File: src/rtl/idma_desc64_apb_submitter.sv
// rtl/idma_desc64_apb_submitter.sv - APB initiator writing 64-bit descriptor addresses to DESC_ADDR
module idma_desc64_apb_submitter #(
    parameter int unsigned ApbAddrWidth  = 32,
    parameter int unsigned ApbDataWidth  = 32,
    parameter logic [31:0] DescAddrReg   = 32'h0,
    parameter int unsigned TimeoutCycles = 0,
    parameter int unsigned CntWidth      = 16,
    parameter type apb_req_t = struct packed {
        logic                      psel;
        logic                      penable;
        logic                      pwrite;
        logic [2:0]                pprot;
        logic [ApbAddrWidth-1:0]   paddr;
        logic [ApbDataWidth-1:0]   pwdata;
        logic [ApbDataWidth/8-1:0] pstrb;
    },
    parameter type apb_rsp_t = struct packed {
        logic                    pready;
        logic [ApbDataWidth-1:0] prdata;
        logic                    pslverr;
    }
) (
    input  logic                clk_i,
    input  logic                rst_ni,
    input  logic [63:0]         desc_addr_i,
    input  logic                desc_valid_i,
    output logic                desc_ready_o,
    output apb_req_t            apb_req_o,
    input  apb_rsp_t            apb_rsp_i,
    output logic                busy_o,
    output logic                error_o,
    output logic [63:0]         err_addr_o,
    output logic                timeout_o,
    input  logic                clear_i,
    output logic [CntWidth-1:0] submitted_cnt_o
);

    if (ApbDataWidth != 32 && ApbDataWidth != 64) begin : g_bad_width
        $error("ApbDataWidth must be 32 or 64");
    end

    localparam int unsigned WaitW = (TimeoutCycles > 0) ? $clog2(TimeoutCycles + 1) : 1;
    localparam logic [WaitW-1:0] WaitMax = WaitW'(TimeoutCycles);

    typedef enum logic [1:0] {IDLE, SETUP, ACCESS} state_e;

    state_e              state_q, state_d;
    logic [63:0]         addr_q;
    logic                beat_q;
    logic [WaitW-1:0]    wait_cnt_q;
    logic [CntWidth-1:0] cnt_q;
    logic                error_q, timeout_q;
    logic [63:0]         err_addr_q;
    logic                accept, next_beat, done_ok, done_err;
    logic                wait_inc, wait_hit;
    logic                unused_rsp;

    assign unused_rsp = ^apb_rsp_i.prdata;

    always_ff @(posedge clk_i or negedge rst_ni) begin
        if (!rst_ni) state_q <= IDLE;
        else         state_q <= state_d;
    end

    always_comb begin
        state_d      = state_q;
        desc_ready_o = 1'b0;
        accept       = 1'b0;
        next_beat    = 1'b0;
        done_ok      = 1'b0;
        done_err     = 1'b0;
        case (state_q)
            IDLE: begin
                desc_ready_o = 1'b1;
                if (desc_valid_i) begin
                    accept  = 1'b1;
                    state_d = SETUP;
                end
            end
            SETUP: state_d = ACCESS;
            ACCESS: begin
                if (apb_rsp_i.pready) begin
                    if (apb_rsp_i.pslverr) begin
                        done_err = 1'b1;
                        state_d  = IDLE;
                    end else if (ApbDataWidth == 32 && !beat_q) begin
                        next_beat = 1'b1;
                        state_d   = SETUP;
                    end else begin
                        done_ok = 1'b1;
                        state_d = IDLE;
                    end
                end
            end
            default: state_d = IDLE;
        endcase
    end

    // Request is decoded from state so reset drops psel/penable without a clock edge.
    always_comb begin
        apb_req_o = '0;
        if (state_q != IDLE) begin
            apb_req_o.psel    = 1'b1;
            apb_req_o.penable = (state_q == ACCESS);
            apb_req_o.pwrite  = 1'b1;
            apb_req_o.pprot   = 3'b000;
            apb_req_o.paddr   = ApbAddrWidth'(DescAddrReg) + ApbAddrWidth'({beat_q, 2'b00});
            apb_req_o.pwdata  = (ApbDataWidth == 64) ? ApbDataWidth'(addr_q)
                              : ApbDataWidth'(beat_q ? addr_q[63:32] : addr_q[31:0]);
            apb_req_o.pstrb   = '1;
        end
    end

    assign wait_inc = (TimeoutCycles != 0) && (state_q == ACCESS) && !apb_rsp_i.pready
                      && (wait_cnt_q != WaitMax);
    assign wait_hit = wait_inc && (wait_cnt_q == WaitMax - WaitW'(1));

    always_ff @(posedge clk_i or negedge rst_ni) begin
        if (!rst_ni) begin
            addr_q     <= '0;
            beat_q     <= 1'b0;
            wait_cnt_q <= '0;
            cnt_q      <= '0;
            error_q    <= 1'b0;
            err_addr_q <= '0;
            timeout_q  <= 1'b0;
        end else begin
            if (accept) begin
                addr_q <= desc_addr_i;
                beat_q <= 1'b0;
            end else if (next_beat) begin
                beat_q <= 1'b1;
            end
            if (state_q == SETUP)  wait_cnt_q <= '0;
            else if (wait_inc)     wait_cnt_q <= wait_cnt_q + WaitW'(1);
            if (done_ok) cnt_q <= cnt_q + CntWidth'(1);
            // A new event wins over a coincident clear.
            if (done_err) begin
                error_q    <= 1'b1;
                err_addr_q <= addr_q;
            end else if (clear_i) begin
                error_q <= 1'b0;
            end
            if (wait_hit)     timeout_q <= 1'b1;
            else if (clear_i) timeout_q <= 1'b0;
        end
    end

    assign busy_o          = (state_q != IDLE);
    assign error_o         = error_q;
    assign err_addr_o      = err_addr_q;
    assign timeout_o       = timeout_q;
    assign submitted_cnt_o = cnt_q;

endmodule
File: config.mk
export PLATFORM = sky130hd
export DESIGN_NAME = idma_desc64_apb_submitter
export DESIGN_NICKNAME = d
export VERILOG_FILES = /design/src/rtl/idma_desc64_apb_submitter.sv
export SDC_FILE = /design/constraint.sdc
export NUM_CORES = 1
export LEC_CHECK = 0
export BUFFER_PORTS_ARGS = -buffer_cell sky130_fd_sc_hd__buf_4
export CORE_ASPECT_RATIO = 0.6
export CORE_MARGIN = 2
export CORE_UTILIZATION = 49
export CTS_CLUSTER_DIAMETER = 80
export DETAILED_ROUTE_END_ITERATION = 10
export MAX_ROUTING_LAYER = met4
export PLACE_DENSITY_LB_ADDON = 0.25
export SLEW_MARGIN = 10
export SYNTH_ARGS = -nofsm -noshare
export SYNTH_HDL_FRONTEND = slang
export SYNTH_SLANG_ARGS = --single-unit
File: constraint.sdc
create_clock -name clk_i -period 2.1 [get_ports clk_i]
set_input_delay 0 -clock clk_i [delete_from_list [all_inputs] [get_ports clk_i]]
set_output_delay 0 -clock clk_i [all_outputs]
set_load 0.1 [all_outputs]
### After elaboration in Yosys (flattened, before gate mapping)

Index checks and enable logic that the tools add are counted.

* reductions and logical operators: 5
* add/sub/neg operators: 1
* equal/unequal tests: 4
* muxes and demuxes: 25

Operators by type and width (count)
* 74-bit 2-to-1 mux: 1
* 32-bit 2-to-1 mux: 1
* 1-bit 2-to-1 mux: 20
* 16-bit by 1-bit adder with 16-bit output (second input constant): 1
* 2-bit case mux with 3 select lines: 1
* 2-bit nonzero test: 3
* 2-bit 2-to-1 mux: 2
* 2-bit != test (second input constant): 2
* 2-bit by 1-bit == test with 1-bit output (second input constant): 1
* 2-bit == test (second input constant): 1
* 2-bit logical NOT: 1
* 2-bit AND reduction: 1

* output and inout port bits: 158
* flip-flop bits (word level): 148
* bits of input ports: 102
* word-level logic and storage cells: 41

### Depth between registers and ports, before layout

Gate-level depths: netlist of the first run.

* depth after elaboration: 6
* gate-level depth with buffers: 6
* mapped depth without buffers: 5

### Least setup slack after synthesis of the first run

OpenSTA, ideal clock, no wires.

* kind: register -> output
* start: reg state_q[1]
* end: out apb_req_o[0] (netlist bit)
* stages on the path, launching flop included: 5
* arrival: 3046 ps
* path slack: -946 ps
* required time: 2100 ps
* path buffers: 2
* cells stage by stage: dfrtp_1 > nor2_2 > clkbuf_1 > inv_1 > buf_4

RTL lines
* start: declaration: RTL line 47 `state_e state_q, state_d;`
* start signal: assignment: RTL line 62 `else state_q <= state_d;`
* end: declaration: RTL line 28 `output apb_req_t apb_req_o,`

### Worst setup path in the final report of the first run

* start: reg state_q[1]
* end: out busy_o

* cells in the longest elaborated chain, start to end: 1

Ends and longest elaborated chain
* 2-bit nonzero test: RTL line 149 `assign busy_o = (state_q != IDLE);`
* end: declaration: RTL line 30 `output logic busy_o,`

Every way passes these cells.

==> impl_metrics.yaml, run 1 <==
layout:
  fraction_of_layout_cells_with_a_size_suffix_above_1_pct: 47.36
  finalInstanceArea_mm2: 0.009314
  antennaDiodeCount: 0
  ff_latch_area_mm2: 0.003705
  layout.filler_cells: 905
  multiInputGateArea_mm2: 0.002496
  finish.net_count: 830
  syn2layout_area_growth_pct: 44.26
placement:
  placedInstanceArea_mm2: 0.008018
  dpl.hpwl_um: 10090
  port_buffers: 192
  globalplace.congestion: 0.8071
setup_path:
  cpMaxStageDelayCell: "dfrtp_1"
  timing.critical_path.slowest_cell_delay_ps: 430
  critical_path.startpoint: "state_q[1]"
  arrival_ps: 1940
  worst_reg_to_reg_setup_slack_ps: 410
  critical_path.reg2reg.startpoint: "state_q[0]"
  cp_endpoint_kind: "output pin"
  cp-endpoint: "busy_o"
  critical_path_required_ps: 2100
  worst_setup_path_start_kind: "register"
  r2r_cells: 5
  worst_r2r_endpoint: "err_addr_o[13]"
  worstSetupPathType: "register to output pin"
  timing.critical_path.cells: "nor2_4 > buf_6 > clkinvlp_4 > buf_4"
  cp_max_fo: 35
grt:
  grt_max_degree: 78
  grt_pass1_vias: 4812
  grt-ovfl-total: 0
  grt_pass1_wl_um: 25150
  initial_antenna_violation_count: 0
  grt_util_all_layers_pct: 23.42
logic_synthesis:
  synth_seq_area_share_pct: 57.36
  syn-instance-count: 465
  yosys.area_share.xor_xnor_pct: 2.035
  synth_simple_gate_area_share_pct: 5.078
  synth.distinct_cells: 31
  dominant_register_cell_in_the_synthesized_netlist: "dfrtp_1"
  yosys-top-cells-count: "148 x dfrtp_1, 80 x mux2_2, 49 x mux2_1"
  synth_most_common_cell: "dfrtp_1"
  post_synth_instance_area_mm2: 0.006456
  synth_top_family_by_area: "multiplexers"
  synth_async_sr_flop_share_pct: 100.0
  synth_edf_count: 0
  synth-seq-cells: 148
  syn_avg_cell_area_um2: 13.88
  dominant_cell_type_by_area_after_synthesis: "dfrtp_1"
  yosys.area.top_type_share_pct: 57.36
  yosysWarningCount: 0
  post_synth_main_area_contributors: "dfrtp_1 57%, mux2_2 14%, mux2_1 8.5%, buf_4 5.3%, mux2i_1 5.1%"
  synthAdderAreaFrac_pct: 0.1938
  synthMuxAreaShare_pct: 27.62
  fraction_of_the_mapped_netlist_area_in_compound_gates_pct: 0.2907
clock_network:
  clk-insertion-delay-late_ps: 410
  h-tree-depth: 4
  reg_clk_slew_reported_paths_ps: 60
  clock_tree_from_tritoncts: "done"
  cts_inserted_buffers: 17
  root_buffer: "clkbuf_16"
  cts_num_sinks: 148
  cts.repair_timing.setup_buffer_count: 0
  cts_buffer_depth: 2
sta:
  drv_slew: 0
  final-setup-viol-count: 0
  finalSetupTns_ps: 0
  max_transition_margin_pct: 53.18
  worst_slew_pin_slew_ps: 702.2
  max_clk_rate_ghz: 0.5144
  final_period_minus_worst_setup_slack_ps: 1944
  rsz0062_at_grt: "false"
  layout_worst_path_cycle_share_pct: 92.57
  finalClockSkew_ps: 7.270
  hold_violations: 0
drt:
  avgViaCountPerCell: 4.832
  routed-via-count: 4392
  drtPass1Iterations: 4
  ant_nets: 0
  routed_wire_length_per_instance_um: 17.07
  remaining_drc_errors: 0
  route.final.wire_length_um: 15520
  detailed_route_iter0_violations: 124
floorplanning:
  initial_utilization_pct: 50.23
  floorplan.die.height_um: 92.92
  placement_row_count: 32
  die_footprint_mm2: 0.01414
  core_region_area_mm2: 0.01285
  floorplan.die.width_um: 152.2
  floorplan.io_pins: 260
run:
  cap_viol_max_count: 0
run_status:
  status: "finished, final reports clean"
min_path:
  hold_path.class: "input pin to async pin"
-- cell usage in the layout (no fill, tap or decap), types with 4 or more instances in the layout --
cell type	synthesis	layout
dfrtp_1	148	147
inv_1	5	4
nor2_2	1	28
clkbuf_16	0	17
nand3_1	5	4
clkinv_2	0	4
dlygate4sd3_1	0	68
xnor2_1	8	8
nand2_1	6	6
nor3_1	9	9
mux2_2	80	80
buf_4	46	197
conb_1	1	35
xor2_1	7	7
mux2i_1	33	33
bufinv_16	0	4
nor2_1	34	6
mux2_1	49	49
buf_12	0	4
-- final cells by class --
cell class / count / share of cell area [%]
well taps: 170 / 2.284
repair buffers: 271 / 24.29
flip-flops and latches: 148 / 39.78
clock buffers: 18 / 4.608
multi-input cells: 283 / 26.80
clock inverters: 13 / 1.961
inverters: 6 / 0.2821
-- how the worst min path moves through the flow --
| stage | start | end | slack [ps] | depth (start not counted) |
|---|---|---|---|---|
| floorplan | rst_ni | addr_q[0] | -300 | 0 |
| global placement | rst_ni | submitted_cnt_o[13] | 70 | 1 |
| detailed placement | rst_ni | submitted_cnt_o[13] | 80 | 1 |
| CTS | rst_ni | submitted_cnt_o[13] | 220 | 2 |
| global route | rst_ni | submitted_cnt_o[12] | 250 | 2 |
| finish | rst_ni | submitted_cnt_o[13] | 200 | 2 |
-- per-stage QoR --
stage               std cells  utilization (%)  hold slack [ps]  worst slack, ps
floorplan                 499                -           -295.6           -59.21
global placement          810            62.38            70.16            400.0
detailed placement        810            62.38            79.52            374.0
CTS                       909            72.47            220.1            134.3
global route              909            72.47            253.3            28.35
finish                    909            72.47            195.2            156.0
-- layer usage --
| metal | up-vias | GRT usage, % | routed length (um) |
|---|---|---|---|
| li1 | 2064 | - | - |
| met1 | 2159 | 29.62 | 6960 |
| met4 | 0 | 6.153 | 158 |
| met3 | 16 | 6.879 | 1039 |
| met2 | 153 | 37.46 | 7362 |
| met5 | - | - | 0 |
-- registers in the layout, indices dropped and copies added (netlist names) --
register         count
addr_q              64
submitted_cnt_o     16
err_addr_o          64
error_o              1
state_q              2
beat_q               1
-- what timing repair did --
action	CTS	global route
hold endpoints to repair	139	0
resized for setup	1	0
hold buffers	68	0
setup endpoints to repair	7	0
-- critical path: cells and delay by family (launching register included) --
family        cells  cell delay [ps]
flops             1              430
simple gates      1              140
buf+inv           3              950
-- logic make-up (layout without fill, tap and decap cells) --
group	after synthesis	after routing
other cells	1	35
mux	162	162
fa+ha+maj	1	1
flops	148	148
buf+inv	68	308
simple gates	67	67
xor+xnor	15	15
compound gates	3	3
Power of run 1 is left out: the tool's default activity adds up to more than one toggle a clock period on the data nets, which glitch-free logic cannot reach.
==> run 2: changes to the inputs <==
Settings changed: CORE_UTILIZATION 49 to 30.
==> impl_metrics.yaml, run 2 (synthesis results as in run 1) <==
setup_path:
  cp_max_fo: 35
  cpMaxStageDelayCell: "dfrtp_1"
  worst_reg_to_reg_setup_slack_ps: 480
  timing.critical_path.cells: "nor2_4 > clkbuf_8 > clkinvlp_4 > buf_4"
  cp_endpoint_kind: "output pin"
  arrival_ps: 1960
  cpLargestDelayFamily: "buffers and inverters"
  critical_path_required_ps: 2100
  timing.critical_path.slowest_cell_delay_ps: 440
  worstSetupPathType: "register to output pin"
  worst_setup_path_start_kind: "register"
  critical_path_buf_inv_count: 3
placement:
  dpl.hpwl_um: 10940
  port_buffers: 192
  dp.cells: 917
  globalplace.congestion: 0.7556
sta:
  final-setup-viol-count: 0
  finalClockSkew_ps: 10.83
  rsz0062_at_grt: "false"
  hold_violations: 0
  layout_worst_path_cycle_share_pct: 93.22
  max_transition_margin_pct: 36.67
  worst_slew_pin_slew_ps: 946.9
  max_clk_rate_ghz: 0.5108
  final_period_minus_worst_setup_slack_ps: 1958
  drv_slew: 0
floorplanning:
  initial_utilization_pct: 30.62
  floorplan.io_pins: 260
  floorplan.die.height_um: 117.6
  die_footprint_mm2: 0.02275
  placement_row_count: 41
  floorplan.die.width_um: 193.4
  core_region_area_mm2: 0.02108
clock_network:
  clock_tree_from_tritoncts: "done"
  clk-insertion-delay-late_ps: 430
  root_buffer: "clkbuf_16"
  cts_inserted_buffers: 17
  h-tree-depth: 4
  cts_buffer_depth: 2
  reg_clk_slew_reported_paths_ps: 60
  cts.repair_timing.setup_buffer_count: 0
  cts_num_sinks: 148
grt:
  initial_antenna_violation_count: 0
  grt_util_all_layers_pct: 14.89
  grt-ovfl-total: 0
  grt_pass1_wl_um: 25650
  grt_pass1_vias: 4691
  grt_max_degree: 66
drt:
  detailed_route_iter0_violations: 94
  routed_wire_length_per_instance_um: 15.69
  routed-via-count: 4346
  ant_nets: 0
  route.final.wire_length_um: 15970
  avgViaCountPerCell: 4.269
  remaining_drc_errors: 0
  drtPass1Iterations: 4
layout:
  count_of_placed_standard_cells_in_the_final_layout_fillers_left_out: 1018
  mostFrequentLayoutCell: "buf_4"
  layout.cells.most_common_list: "193 x buf_4, 147 x dfrtp_1, 80 x mux2_2"
  finish.net_count: 829
  syn2layout_area_growth_pct: 45.91
  fraction_of_layout_cells_with_a_size_suffix_above_1_pct: 46.82
  antennaDiodeCount: 0
run_status:
  status: "finished, final reports clean"
run:
  cap_viol_max_count: 0
min_path:
  hold_path.class: "input pin to async pin"
## run 2: changes by cell type in the layout (fill, tap and decap cells not counted), moves of 3 or more
cell       before  now
buf_4         197  193
clkbuf_8        0    4
bufinv_16       4    1
clkbuf_1        1    4
## run 2: stage by stage
step	setup WS (ps)	TNS (ps)	instance area (um2)	hold slack, ps	util (%)
2_1_floorplan	-59.21	-355.2	6664	-295.6	-
3_3_place_gp	347.1	0	8165	-132.8	38.73
3_5_place_dp	322.5	0	8165	-128.5	38.73
4_1_cts	59.66	0	9418	157.0	44.67
5_1_grt	32.25	0	9420	173.0	44.68
6_report	142.4	0	9420	155.0	44.68
## run 2: worst min-delay path, cell delays in order
cell and delay, ps:
dlygate4sd3_1 540, buf_6 130, buf_12 290
## run 2: worst paths after layout
path,to,depth (start not counted),from
max,apb_req_o[3],4,state_q[1]
min,addr_q[32],3,rst_ni
max reg2reg,addr_q[52],4,state_q[1]
min reg2reg,submitted_cnt_o[15],1,submitted_cnt_o[15]
max in group asynchronous,beat_q,3,rst_ni
min in group clk_i,addr_q[1],3,desc_valid_i
## run 2: layout make-up
type | instances | area, um2
Clock buffer | 24 | 481.7
Clock inverter | 8 | 76.32
Fill cell | 1934 | 11660
Inverter | 6 | 26.28
Multi-Input combinational cell | 283 | 2497
Sequential cell | 148 | 3705
Tap cell | 279 | 349.1
Timing Repair Buffer | 270 | 2285
## run 2: metal layers
layer  track usage [%]  routed length [um]
met3             5.587                1107
met4             4.819                 168
met5                 -                   0
met1             19.38                7576
met2             21.38                7117
## run 2: repair_timing
action	in CTS	in global routing
endpoints found under the hold margin	215	0
gates resized for setup	1	1
pin swaps	0	0
hold buffers	69	0
endpoints found under the setup margin	7	7
Power of run 2 is left out for the same reason.
==> run 3: changes to the inputs <==
Clock period 2.1 ns to 2.4 ns, I/O delays scaled along.
==> impl_metrics.yaml, run 3 (synthesis results as in run 1) <==
drt:
  remaining_drc_errors: 0
  drtPass1Iterations: 6
  routed_wire_length_per_instance_um: 16.16
  detailed_route_iter0_violations: 76
  routed-via-count: 4426
  avgViaCountPerCell: 4.352
  route.final.wire_length_um: 16440
  ant_nets: 0
placement:
  globalplace.congestion: 0.7825
  dpl.hpwl_um: 11210
  port_buffers: 192
layout:
  antennaDiodeCount: 0
  syn2layout_area_growth_pct: 44.88
  fraction_of_layout_cells_with_a_size_suffix_above_1_pct: 43.09
  layout.cells.most_common_list: "197 x buf_4, 147 x dfrtp_1, 80 x mux2_2"
  finish.net_count: 829
  mostFrequentLayoutCell: "buf_4"
sta:
  max_transition_margin_pct: 64.20
  worst_slew_pin_slew_ps: 537.0
  finalClockSkew_ps: 8.407
  max_clk_rate_ghz: 0.4989
  final-setup-viol-count: 0
  hold_violations: 0
  finalSetupTns_ps: 0
  rsz0062_at_grt: "false"
  final_period_minus_worst_setup_slack_ps: 2004
  drv_slew: 0
  layout_worst_path_cycle_share_pct: 83.52
setup_path:
  cp_max_fo: 35
  cpMaxStageDelayCell: "buf_4"
  timing.critical_path.slowest_cell_delay_ps: 460
  r2r_cells: 4
  worst_r2r_endpoint: "addr_q[59]"
  worst_reg_to_reg_setup_slack_ps: 680
  cpMostUsedCell: "buf_4"
  critical_path_required_ps: 2400
  cp_endpoint_kind: "output pin"
  worstSetupPathType: "register to output pin"
  arrival_ps: 2000
  worst_setup_path_start_kind: "register"
  critical_path.reg2reg.startpoint: "state_q[1]"
  timing.critical_path.cells: "nor2_4 > buf_4 > inv_1 > buf_4"
clock_network:
  post_cts.resized_instances: 0
  hold_buffer_count_at_cts: 68
  cts_inserted_buffers: 17
  root_buffer: "clkbuf_16"
  cts_buffer_depth: 2
  cts_num_sinks: 148
  reg_clk_slew_reported_paths_ps: 60
  clk-insertion-delay-late_ps: 420
  h-tree-depth: 4
  cts.repair_timing.setup_buffer_count: 0
  clock_tree_from_tritoncts: "done"
grt:
  grt-ovfl-total: 0
  grt_max_degree: 69
  grt_util_all_layers_pct: 15.29
  grt_pass1_wl_um: 26370
  grt_pass1_vias: 4730
  initial_antenna_violation_count: 0
floorplanning:
  initial_utilization_pct: 30.62
  floorplan.die.height_um: 117.6
  core_region_area_mm2: 0.02108
  die_footprint_mm2: 0.02275
  floorplan.die.width_um: 193.4
  floorplan.io_pins: 260
  placement_row_count: 41
run:
  cap_viol_max_count: 0
run_status:
  status: "finished, final reports clean"
min_path:
  hold_path.class: "input pin to async pin"
## run 3: stage by stage
stage                     hold WS [ps]  std cells  cell area [um2]  util [%]  setup WS (ps)
after floorplan                 -295.6        499             6585         -          95.23
after global placement          -29.33        918             8071     38.28          684.0
after detailed placement        -10.58        918             8071     38.28          657.3
after CTS                        104.7       1017             9354     44.37          319.3
after global routing             137.0       1017             9354     44.37          228.4
final                            89.12       1017             9354     44.37          395.6
## run 3: worst max-delay path, delay by kind of cell, from the launching register on
kind          cells  cell delay, ps
buf+inv           3             980
flops             1             430
simple gates      1             150
## run 3: worst max-delay path by stage
stage / startpoint / end / slack, ps / cells after the start
after detailed placement: state_q[1] / addr_q[11] / 660 / 4
final: state_q[1] / busy_o / 400 / 4
after global routing: state_q[1] / apb_req_o[1] / 230 / 4
after floorplan: state_q[1] / apb_req_o[28] / 100 / 3
after CTS: state_q[1] / busy_o / 320 / 4
after global placement: state_q[1] / addr_q[43] / 680 / 4
## run 3: per-layer routing
| layer | part of all wire [%] | global-route usage [%] | vias up | wire [um] |
|---|---|---|---|---|
| met1 | 47 | 19.46 | 2208 | 7692 |
| met2 | 45 | 22.39 | 153 | 7359 |
| met5 | 0 | - | - | 0 |
| met3 | 7.7 | 6.304 | 10 | 1262 |
| met4 | 0.75 | 4.246 | 0 | 124 |
| li1 | - | - | 2055 | - |
## run 3: area by class of cell
type,count,area [um2]
repair buffers,270,2251
multi-input cells,283,2425
clock inverters,9,127.6
well taps,279,349.1
clock buffers,22,474.2
fillers,1961,11730
flip-flops and latches,148,3705
inverters,6,22.52
Power of run 3 is left out for the same reason.
